[config.mk]
export PLATFORM = sky130hd
export DESIGN_NAME = midi_voice_alloc
export DESIGN_NICKNAME = d
export VERILOG_FILES = /design/src/rtl/midi_voice_alloc.sv
export SDC_FILE = /design/constraint.sdc
export NUM_CORES = 1
export LEC_CHECK = 0
export ABC_CLOCK_PERIOD_IN_PS = 3300
export CORE_MARGIN = 3
export CORE_UTILIZATION = 45
export DETAILED_ROUTE_END_ITERATION = 8
export GPL_TIMING_DRIVEN = 0
export PLACE_DENSITY = 0.67
export SYNTH_ARGS = -nofsm -noshare
export SYNTH_HDL_FRONTEND = slang
export SYNTH_SLANG_ARGS = --single-unit
[constraint.sdc]
create_clock -name IO_main_clk -period 3.3 [get_ports IO_main_clk]
set_input_delay 0.99 -clock IO_main_clk [delete_from_list [all_inputs] [get_ports IO_main_clk]]
set_output_delay 0.99 -clock IO_main_clk [all_outputs]
set_load 0.01 [all_outputs]
[src/rtl/midi_voice_alloc.sv]
// MIDI note front end: parses a byte-strobe MIDI stream, allocates voices, emits one voice event at a time.
// Latency: 2 cycles from the sampled velocity byte to Ev_valid (parser register, then event register).
// Backpressure: Ev_* hold while Ev_valid & !Ev_ready; an event produced while one is stuck is dropped and sets IO_overflow.
//
// Ports:
//   IO_main_clk, IO_reset             clock, synchronous active-high reset
//   IO_MIDI_valid, IO_MIDI_byte       one-cycle byte strobe and received MIDI byte
//   Ev_valid, Ev_ready                event handshake towards the operator dispatcher
//   Ev_voice, Ev_key_on, Ev_note      target voice, key on/off, MIDI note number
//   Ev_inc                            DDS phase increment for Ev_note
//   IO_overflow                       sticky: an event was dropped
module midi_voice_alloc #(
    parameter int ACC_RES      = 22,
    parameter int VOICE_COUNT  = 2,
    parameter int MIDI_CHANNEL = 0
) (
    input  logic               IO_main_clk,
    input  logic               IO_reset,
    input  logic               IO_MIDI_valid,
    input  logic [7:0]         IO_MIDI_byte,
    output logic               Ev_valid,
    input  logic               Ev_ready,
    output logic [4:0]         Ev_voice,
    output logic               Ev_key_on,
    output logic [6:0]         Ev_note,
    output logic [ACC_RES-1:0] Ev_inc,
    output logic               IO_overflow
);
    localparam int         PW   = (VOICE_COUNT > 1) ? $clog2(VOICE_COUNT) : 1;
    localparam logic [3:0] CHAN = 4'(MIDI_CHANNEL);
    localparam bit         OMNI = (MIDI_CHANNEL >= 16);

    typedef enum logic [1:0] {WAIT_STATUS, NOTE_D1, NOTE_D2, SKIP} parse_t;

    parse_t     state_q, state_d;
    logic       note_ld, stat_ld, msg_fire;
    logic       stat_on_q;              // latched running status is 0x9n
    logic [6:0] note_q;

    // Completed message, one cycle after the velocity byte
    logic       msg_vld_q, msg_on_q;
    logic [6:0] msg_note_q;

    // Voice table
    logic [VOICE_COUNT-1:0] v_act;
    logic [6:0]             v_note [VOICE_COUNT];
    logic [PW-1:0]          steal_q;

    logic is_note_status, chan_ok;
    assign is_note_status = (IO_MIDI_byte[7:5] == 3'b100);
    assign chan_ok        = OMNI || (IO_MIDI_byte[3:0] == CHAN);

    // ---------------- Parser ----------------
    always_ff @(posedge IO_main_clk) begin
        if (IO_reset) begin
            state_q    <= WAIT_STATUS;
            stat_on_q  <= 1'b0;
            note_q     <= '0;
            msg_vld_q  <= 1'b0;
            msg_on_q   <= 1'b0;
            msg_note_q <= '0;
        end else begin
            state_q   <= state_d;
            msg_vld_q <= msg_fire;
            if (stat_ld) stat_on_q <= IO_MIDI_byte[4];
            if (note_ld) note_q <= IO_MIDI_byte[6:0];
            if (msg_fire) begin
                // 0x9n with velocity 0 is a note-off
                msg_on_q   <= stat_on_q && (IO_MIDI_byte[6:0] != 7'd0);
                msg_note_q <= note_q;
            end
        end
    end

    always_comb begin
        state_d  = state_q;
        note_ld  = 1'b0;
        stat_ld  = 1'b0;
        msg_fire = 1'b0;
        if (IO_MIDI_valid) begin
            if (IO_MIDI_byte[7]) begin
                if (IO_MIDI_byte[7:3] == 5'b11111) begin
                    // realtime bytes pass through without touching the parser
                    state_d = state_q;
                end else if (IO_MIDI_byte[7:4] == 4'hF) begin
                    state_d = WAIT_STATUS;
                end else if (is_note_status && chan_ok) begin
                    state_d = NOTE_D1;
                    stat_ld = 1'b1;
                end else begin
                    state_d = SKIP;
                end
            end else begin
                case (state_q)
                    NOTE_D1: begin
                        note_ld = 1'b1;
                        state_d = NOTE_D2;
                    end
                    NOTE_D2: begin
                        msg_fire = 1'b1;
                        state_d  = NOTE_D1;
                    end
                    default: state_d = state_q;
                endcase
            end
        end
    end

    // ---------------- Voice selection ----------------
    logic          hit, free, steal;
    logic [PW-1:0] hit_idx, free_idx, sel_idx;

    // Descending scan so the lowest matching index is the last one written.
    always_comb begin
        hit      = 1'b0;
        hit_idx  = '0;
        free     = 1'b0;
        free_idx = '0;
        for (int i = VOICE_COUNT - 1; i >= 0; i--) begin
            if (v_act[i] && (v_note[i] == msg_note_q)) begin
                hit     = 1'b1;
                hit_idx = PW'(i);
            end
            if (!v_act[i]) begin
                free     = 1'b1;
                free_idx = PW'(i);
            end
        end
    end

    always_comb begin
        steal   = 1'b0;
        sel_idx = hit_idx;
        if (msg_on_q && !hit) begin
            if (free) begin
                sel_idx = free_idx;
            end else begin
                sel_idx = steal_q;
                steal   = 1'b1;
            end
        end
    end

    // ---------------- Increment ----------------
    function automatic logic [ACC_RES-1:0] top_inc(input logic [3:0] k);
        case (k)
            4'd0:    top_inc = ACC_RES'(731558);
            4'd1:    top_inc = ACC_RES'(775059);
            4'd2:    top_inc = ACC_RES'(821146);
            4'd3:    top_inc = ACC_RES'(869974);
            4'd4:    top_inc = ACC_RES'(921705);
            4'd5:    top_inc = ACC_RES'(976513);
            4'd6:    top_inc = ACC_RES'(1034579);
            4'd7:    top_inc = ACC_RES'(1096098);
            4'd8:    top_inc = ACC_RES'(1161276);
            4'd9:    top_inc = ACC_RES'(1230329);
            4'd10:   top_inc = ACC_RES'(1303488);
            4'd11:   top_inc = ACC_RES'(1380998);
            default: top_inc = '0;
        endcase
    endfunction

    logic [3:0]         oct, semi;
    logic [ACC_RES-1:0] inc_calc;
    assign oct      = 4'(msg_note_q / 7'd12);
    assign semi     = 4'(msg_note_q % 7'd12);
    // table holds octave 10 (C9..B9); note 127 is octave 10, so the shift never goes negative
    assign inc_calc = top_inc(semi) >> (4'd10 - oct);

    // ---------------- Event register ----------------
    logic ev_new, ev_load;
    assign ev_new  = msg_vld_q && (msg_on_q || hit);
    assign ev_load = ev_new && (!Ev_valid || Ev_ready);

    always_ff @(posedge IO_main_clk) begin
        if (IO_reset) begin
            Ev_valid    <= 1'b0;
            Ev_voice    <= '0;
            Ev_key_on   <= 1'b0;
            Ev_note     <= '0;
            Ev_inc      <= '0;
            IO_overflow <= 1'b0;
            v_act       <= '0;
            steal_q     <= '0;
            for (int i = 0; i < VOICE_COUNT; i++) v_note[i] <= '0;
        end else begin
            if (ev_load) begin
                Ev_valid  <= 1'b1;
                Ev_voice  <= 5'(sel_idx);
                Ev_key_on <= msg_on_q;
                Ev_note   <= msg_note_q;
                Ev_inc    <= inc_calc;
                if (msg_on_q) begin
                    v_act[sel_idx]  <= 1'b1;
                    v_note[sel_idx] <= msg_note_q;
                    if (steal)
                        steal_q <= (steal_q == PW'(VOICE_COUNT - 1)) ? '0 : steal_q + PW'(1);
                end else begin
                    v_act[sel_idx] <= 1'b0;
                end
            end else if (Ev_ready) begin
                Ev_valid <= 1'b0;
            end
            // dropped event: table and steal pointer are left untouched above
            if (ev_new && !ev_load) IO_overflow <= 1'b1;
        end
    end
endmodule

* After elaboration in Yosys (flattened, before gate mapping)
Memories as Yosys holds them, arrays and structs flattened. Index checks and enable logic that the tools add are counted.
Cells by class: add/sub/neg operators 2, divide/modulo/power cells 2, $lt $le $gt $ge 2, eq/ne operators 8, shift operators 1, mux-type cells 41, bitwise gates (word level) 3, reduce and logical (&&, ||, !) cells 21
Operators with widths (number):
- 1-bit two-way mux | 33
- 22-bit by 4-bit >> shifter with 22-bit output | 1
- 7-bit equality test | 2
- 2-bit two-way mux | 5
- 1-bit logical AND | 9
- 7-bit by 4-bit divider with 7-bit output (second input constant) | 1
- 7-bit by 4-bit remainder unit with 7-bit output (second input constant) | 1
- 7-bit two-way mux | 1
- 7-bit nonzero test | 1
- 7-bit OR reduction | 1
- 3-bit AND reduction | 2
- 5-bit equality test (second input constant) | 1
- 4-bit equality test (second input constant) | 1
- 4-bit zero test | 1
- 2-bit one-hot mux with 2 select lines | 1
- 4-bit subtractor (first input constant) | 1
- 3-bit equality test (second input constant) | 1
- 1-bit zero test | 3
- 3-bit nonzero test | 1
- 2-bit bitwise AND | 1
- 2-bit by 1-bit equality test with 1-bit output (second input constant) | 1
- 2-bit equality test (second input constant) | 1
- 1-bit logical OR | 2
- 1-bit by 2-bit < comparator with 1-bit output (second input constant) | 1
- 7 further kinds | 7
Storage, ports and cells: flip-flop bits (word level) 55, memory bits (writable) 14, memory bits (read-only) 336, output and inout bits 37, word-level logic and storage cells 96, memories kept 2
Memories:
- (no name shown) | depth 16, bits a word 21, rd ports 1, clocked after Yosys merged registers in 0, wr ports 0, RTL line 146 | case (k)
- v_note | depth 2, bits a word 7, rd ports 2, clocked after Yosys merged registers in 0, wr ports 2, RTL line 46 | logic [6:0] v_note [VOICE_COUNT];

* Logic depth before layout (Yosys ltp)
An unclocked memory read counts as a cell.
depth in word-level cells 15, depth in mapped cells 18, gate-level depth less buffers 12

* Worst setup path before layout
OpenSTA, ideal clock, no wires.
path type register to register, start point register msg_note_q[5], end point register Ev_inc[1], library setup time 0.127 ns, data arrival time 3.080 ns, data required time 3.173 ns, slack 0.093 ns, cell stages (with the launch flop) 16, path buffers 6, period minus slack after synthesis 3.207 ns, path through dfxtp_1 > nand2b_1 > clkbuf_1 > o32a_1 > o2111a_1 > buf_4 > inv_1 > buf_4 > buf_4 > ha_1 > xnor2_1 > buf_2 > clkbuf_1 > mux4_2 > nand3_1 > o211ai_1
Between the ends: longest elaborated chain between the ends 7, elaborated cells on any way between the ends 14, classes of those cells 1 x add/sub; 2 x div; 2 x eq/ne; 1 x shift; 2 x mux; 5 x reduce/logical; 1 x memory
Ends and longest elaborated chain:
- start: declaration | RTL line 42 | logic [6:0] msg_note_q;
- start signal: assignment | RTL line 70 | msg_note_q <= note_q;
- parallel branches: the longest is 7 deep, another holds memory read 16 x 21 bit
- end signal: assignment | RTL line 192 | Ev_inc <= inc_calc;
- end: declaration | RTL line 26 | output logic [ACC_RES-1:0] Ev_inc,
Parallel ways; which one is timed is not known. A chain may end at the register's enable or synchronous reset.

* Worst setup path in the final report
start point register msg_note_q[0], end point register Ev_inc[4]
Same word-level chain as after synthesis.

==> run summary <==
Worst-margin pin slew = 0.666 ns
CTS Buf Count = 9
Die X = 115 um
Initial DRC Count = 694
CP delay by family, top = compound AO/OA/AOI/OAI gates
Vias/cell = 6.45
Mapped Area = 5310 um2
Vias = 5730
Leak = 2.26 nW
Post-synthesis register bit count = 68
R2R depth = 14
H-Tree Level Count = 3
Period Utilization, post-route = 95.8%
Synth area leader = dfxtp_1
HPWL Detailed = 13400 um
Gate Count Post-Synth = 679
Buf/Inv on CP = 5
Synthesized area per cell = 7.82 um2
Crit path kind = reg2reg
Top-count cell post-synth = nand2_1
Worst slew margin = 55.6%
Remaining Overflow, GRT = 0
Hold Startpoint = Ev_inc[14]
Area occupied by multi-input gates = 3520 um2
Worst path slowest cell = dfxtp_2
Rows = 39
Arrival time worst endpoint = 3.36 ns
Synth-to-Final Area Change = 22.6%
DRT Wirelength = 18200 um
Fin nets = 758
CTS clock-pin slew for the worst setup and hold paths = 0.05 ns
Via count of the first global-routing pass = 5526
Worst r2r dst = Ev_inc[4]
Cell breakdown of the critical path = buf_6 > inv_1 > ha_4 > clkbuf_4 > inv_1 > a311oi_2 > o22ai_1 > nor4bb_2 > buf_4 > nand2_1 > o211ai_1 > mux2i_1 > a221oi_2 > o22ai_1
Synth top area share = 20.4%
CORE AREA = 11500 um2
Reg area = 1510 um2
CTS tree = built
Fmax = 316 MHz
Max-cap violations = 0
Synth area leaders = dfxtp_1 20%, edfxtp_1 7.9%, nand2_1 6.2%, a21oi_1 4.8%, nor2_1 4.0%
CP Capture Type = flip-flop
Register area share after synthesis = 28.3%
Peak supply drop = 0.272 mV
DR DRC count = 0
Total Negative Setup Slacks = 0 ns
Final Wtd Congestion = 0.933
I/O Pins = 49
Pwr Total = 1.89 mW
Die ar. = 13100 um2
Max Slew Vio Count = 0
CTS Sinks = 68
Required time worst endpoint = 3.50 ns
Starting Density = 46.3%
DRT Pass-1 Iters = 5
Largest net degree at the start of global routing = 20
Hold path endpoint = Ev_inc[14]
Port buffer count = 42
Fillers = 1055
Main synth FF type = dfxtp_1
CTS max path bufs = 2
Yosys synthesis warning count = 0
Clock Latency Late Sink = 0.33 ns
Routed length per instance = 20.5 um
Crit path launch type = flip-flop
Minimum clock period after layout = 3.16 ns
Fin Hold WS = 0.452 ns
Clock tree root driver cell = clkbuf_16
Worst-path maximum fanout = 10
Total GRT Usage = 28.1%
Clock Skew = 0.00679 ns
Antenna diode count = 0
# setup viols final = 0
Chip Height = 115 um
R2r setup slk = 0.14 ns
ANT nets after route = 0
Outcome = finished clean
Post-synth EDFFs = 14
Fin. Hold Viols = 0
Worst hold path type = reg2reg
Initial antenna violation count = 0
Yosys cell types = 96
Cell Pwr Density = 290 nW/um2
Largest stage delay, worst path = 0.41 ns
Ys async rst share = 0%
Utilization after layout = 56.8%
Worst r2r src = msg_note_q[0]
CTS Hold Buffers Added = 0
First-pass GRT wire length = 29400 um
Hold path cells = 2
Layout cells sized above 1 = 16.0%
Synth cell count leaders = 88 x nand2_1, 56 x nor2_1, 54 x dfxtp_1, 51 x a21oi_1, 28 x clkbuf_1
cells by family (layout without fill, tap and decap cells):
| logic type | count (synthesis) | count (layout) | share of synthesized area, % |
|---|---|---|---|
| and+or+nand+nor | 270 | 270 | 26.0 |
| AOI/OAI and AO/OA | 210 | 210 | 28.5 |
| buffers and inverters | 86 | 149 | 8.65 |
| DFF | 68 | 68 | 28.3 |
| xor gates and xnor gates | 23 | 23 | 3.94 |
| muxes | 16 | 16 | 3.35 |
| adders and majority gates | 5 | 5 | 1.18 |
| other | 1 | 5 | 0.0706 |
worst max path at each step:
stage	start	to	slack, ns	depth (start not counted)
finish	msg_note_q[0]	Ev_inc[4]	0.14	14
global route	msg_note_q[6]	Ev_inc[8]	-0.02	15
floorplan	msg_note_q[5]	Ev_inc[1]	0.09	15
detailed placement	msg_note_q[5]	Ev_inc[1]	-0.80	15
CTS	msg_note_q[1]	Ev_inc[4]	0.05	14
global placement	msg_note_q[5]	Ev_inc[1]	-0.86	15
tightest hold or removal path: stages (launching register included):
cell and delay (ns):
dfxtp_1 0.32, nand2_1 0.05, o31ai_1 0.05
through the flow:
stage,setup slack [ns],std cells,area [um2]
after detailed placement,-0.800,868,5920
after global placement,-0.856,868,5920
after CTS,0.0463,886,6400
after floorplan,0.0925,683,5320
final,0.139,889,6510
after global routing,-0.0201,889,6510
power by group:
| group | internal, mW | total [mW] | switching (mW) |
|---|---|---|---|
| combinational | 0.0373 | 0.0902 | 0.0529 |
| clock | 0.599 | 0.932 | 0.333 |
| sequential | 0.859 | 0.865 | 0.00612 |
placed cells by master (no fill, tap or decap), types with 16 or more instances in the layout:
cell type	Yosys	routed
dfxtp_1	54	52
o21ai_0	21	21
clkbuf_1	28	19
clkdlybuf4s50_1	0	42
nor2_1	56	55
a21oi_1	51	50
nor3_1	20	20
buf_4	12	16
o211ai_1	20	20
xnor2_1	20	19
nand2_1	88	86
nand2b_1	18	16
state kept, by name, indices dropped and copies added, names as in the netlist, named ones only:
signal	count
steal_q	1
note_q	7
stat_on_q	1
Ev_voice	1
Ev_valid	1
IO_overflow	1
Ev_key_on	1
Ev_note	7
msg_vld_q	1
msg_note_q	7
msg_on_q	1
state_q	2
v_note	14
Ev_inc	21
repair_timing:
| item | CTS | global route |
|---|---|---|
| gates resized for setup | 36 | 33 |
| buffers inserted | 4 | 3 |
| endpoints found under the setup margin | 21 | 19 |
| pin swaps | 6 | 8 |
routing by layer:
layer  vias up  GRT usage, %  part of all wire (%)
li1       2619             -                     -
met1      2694          38.6                    43
met2       347          43.3                    44
met3        70          5.02                   9.4
met4         0          11.9                   3.8
met5         -             0                     0
area by class of cell:
type                    instances  area share (%)
repair buffers                 49            7.32
clock inverters                 5           0.788
well taps                     143            2.75
plain buffers                  68            7.30
multi-input cells             529            54.0
inverters                      16           0.923
flip-flops and latches         68            23.1
clock buffers                  11            3.73
Note: power is estimated with default switching activity, not from simulation.
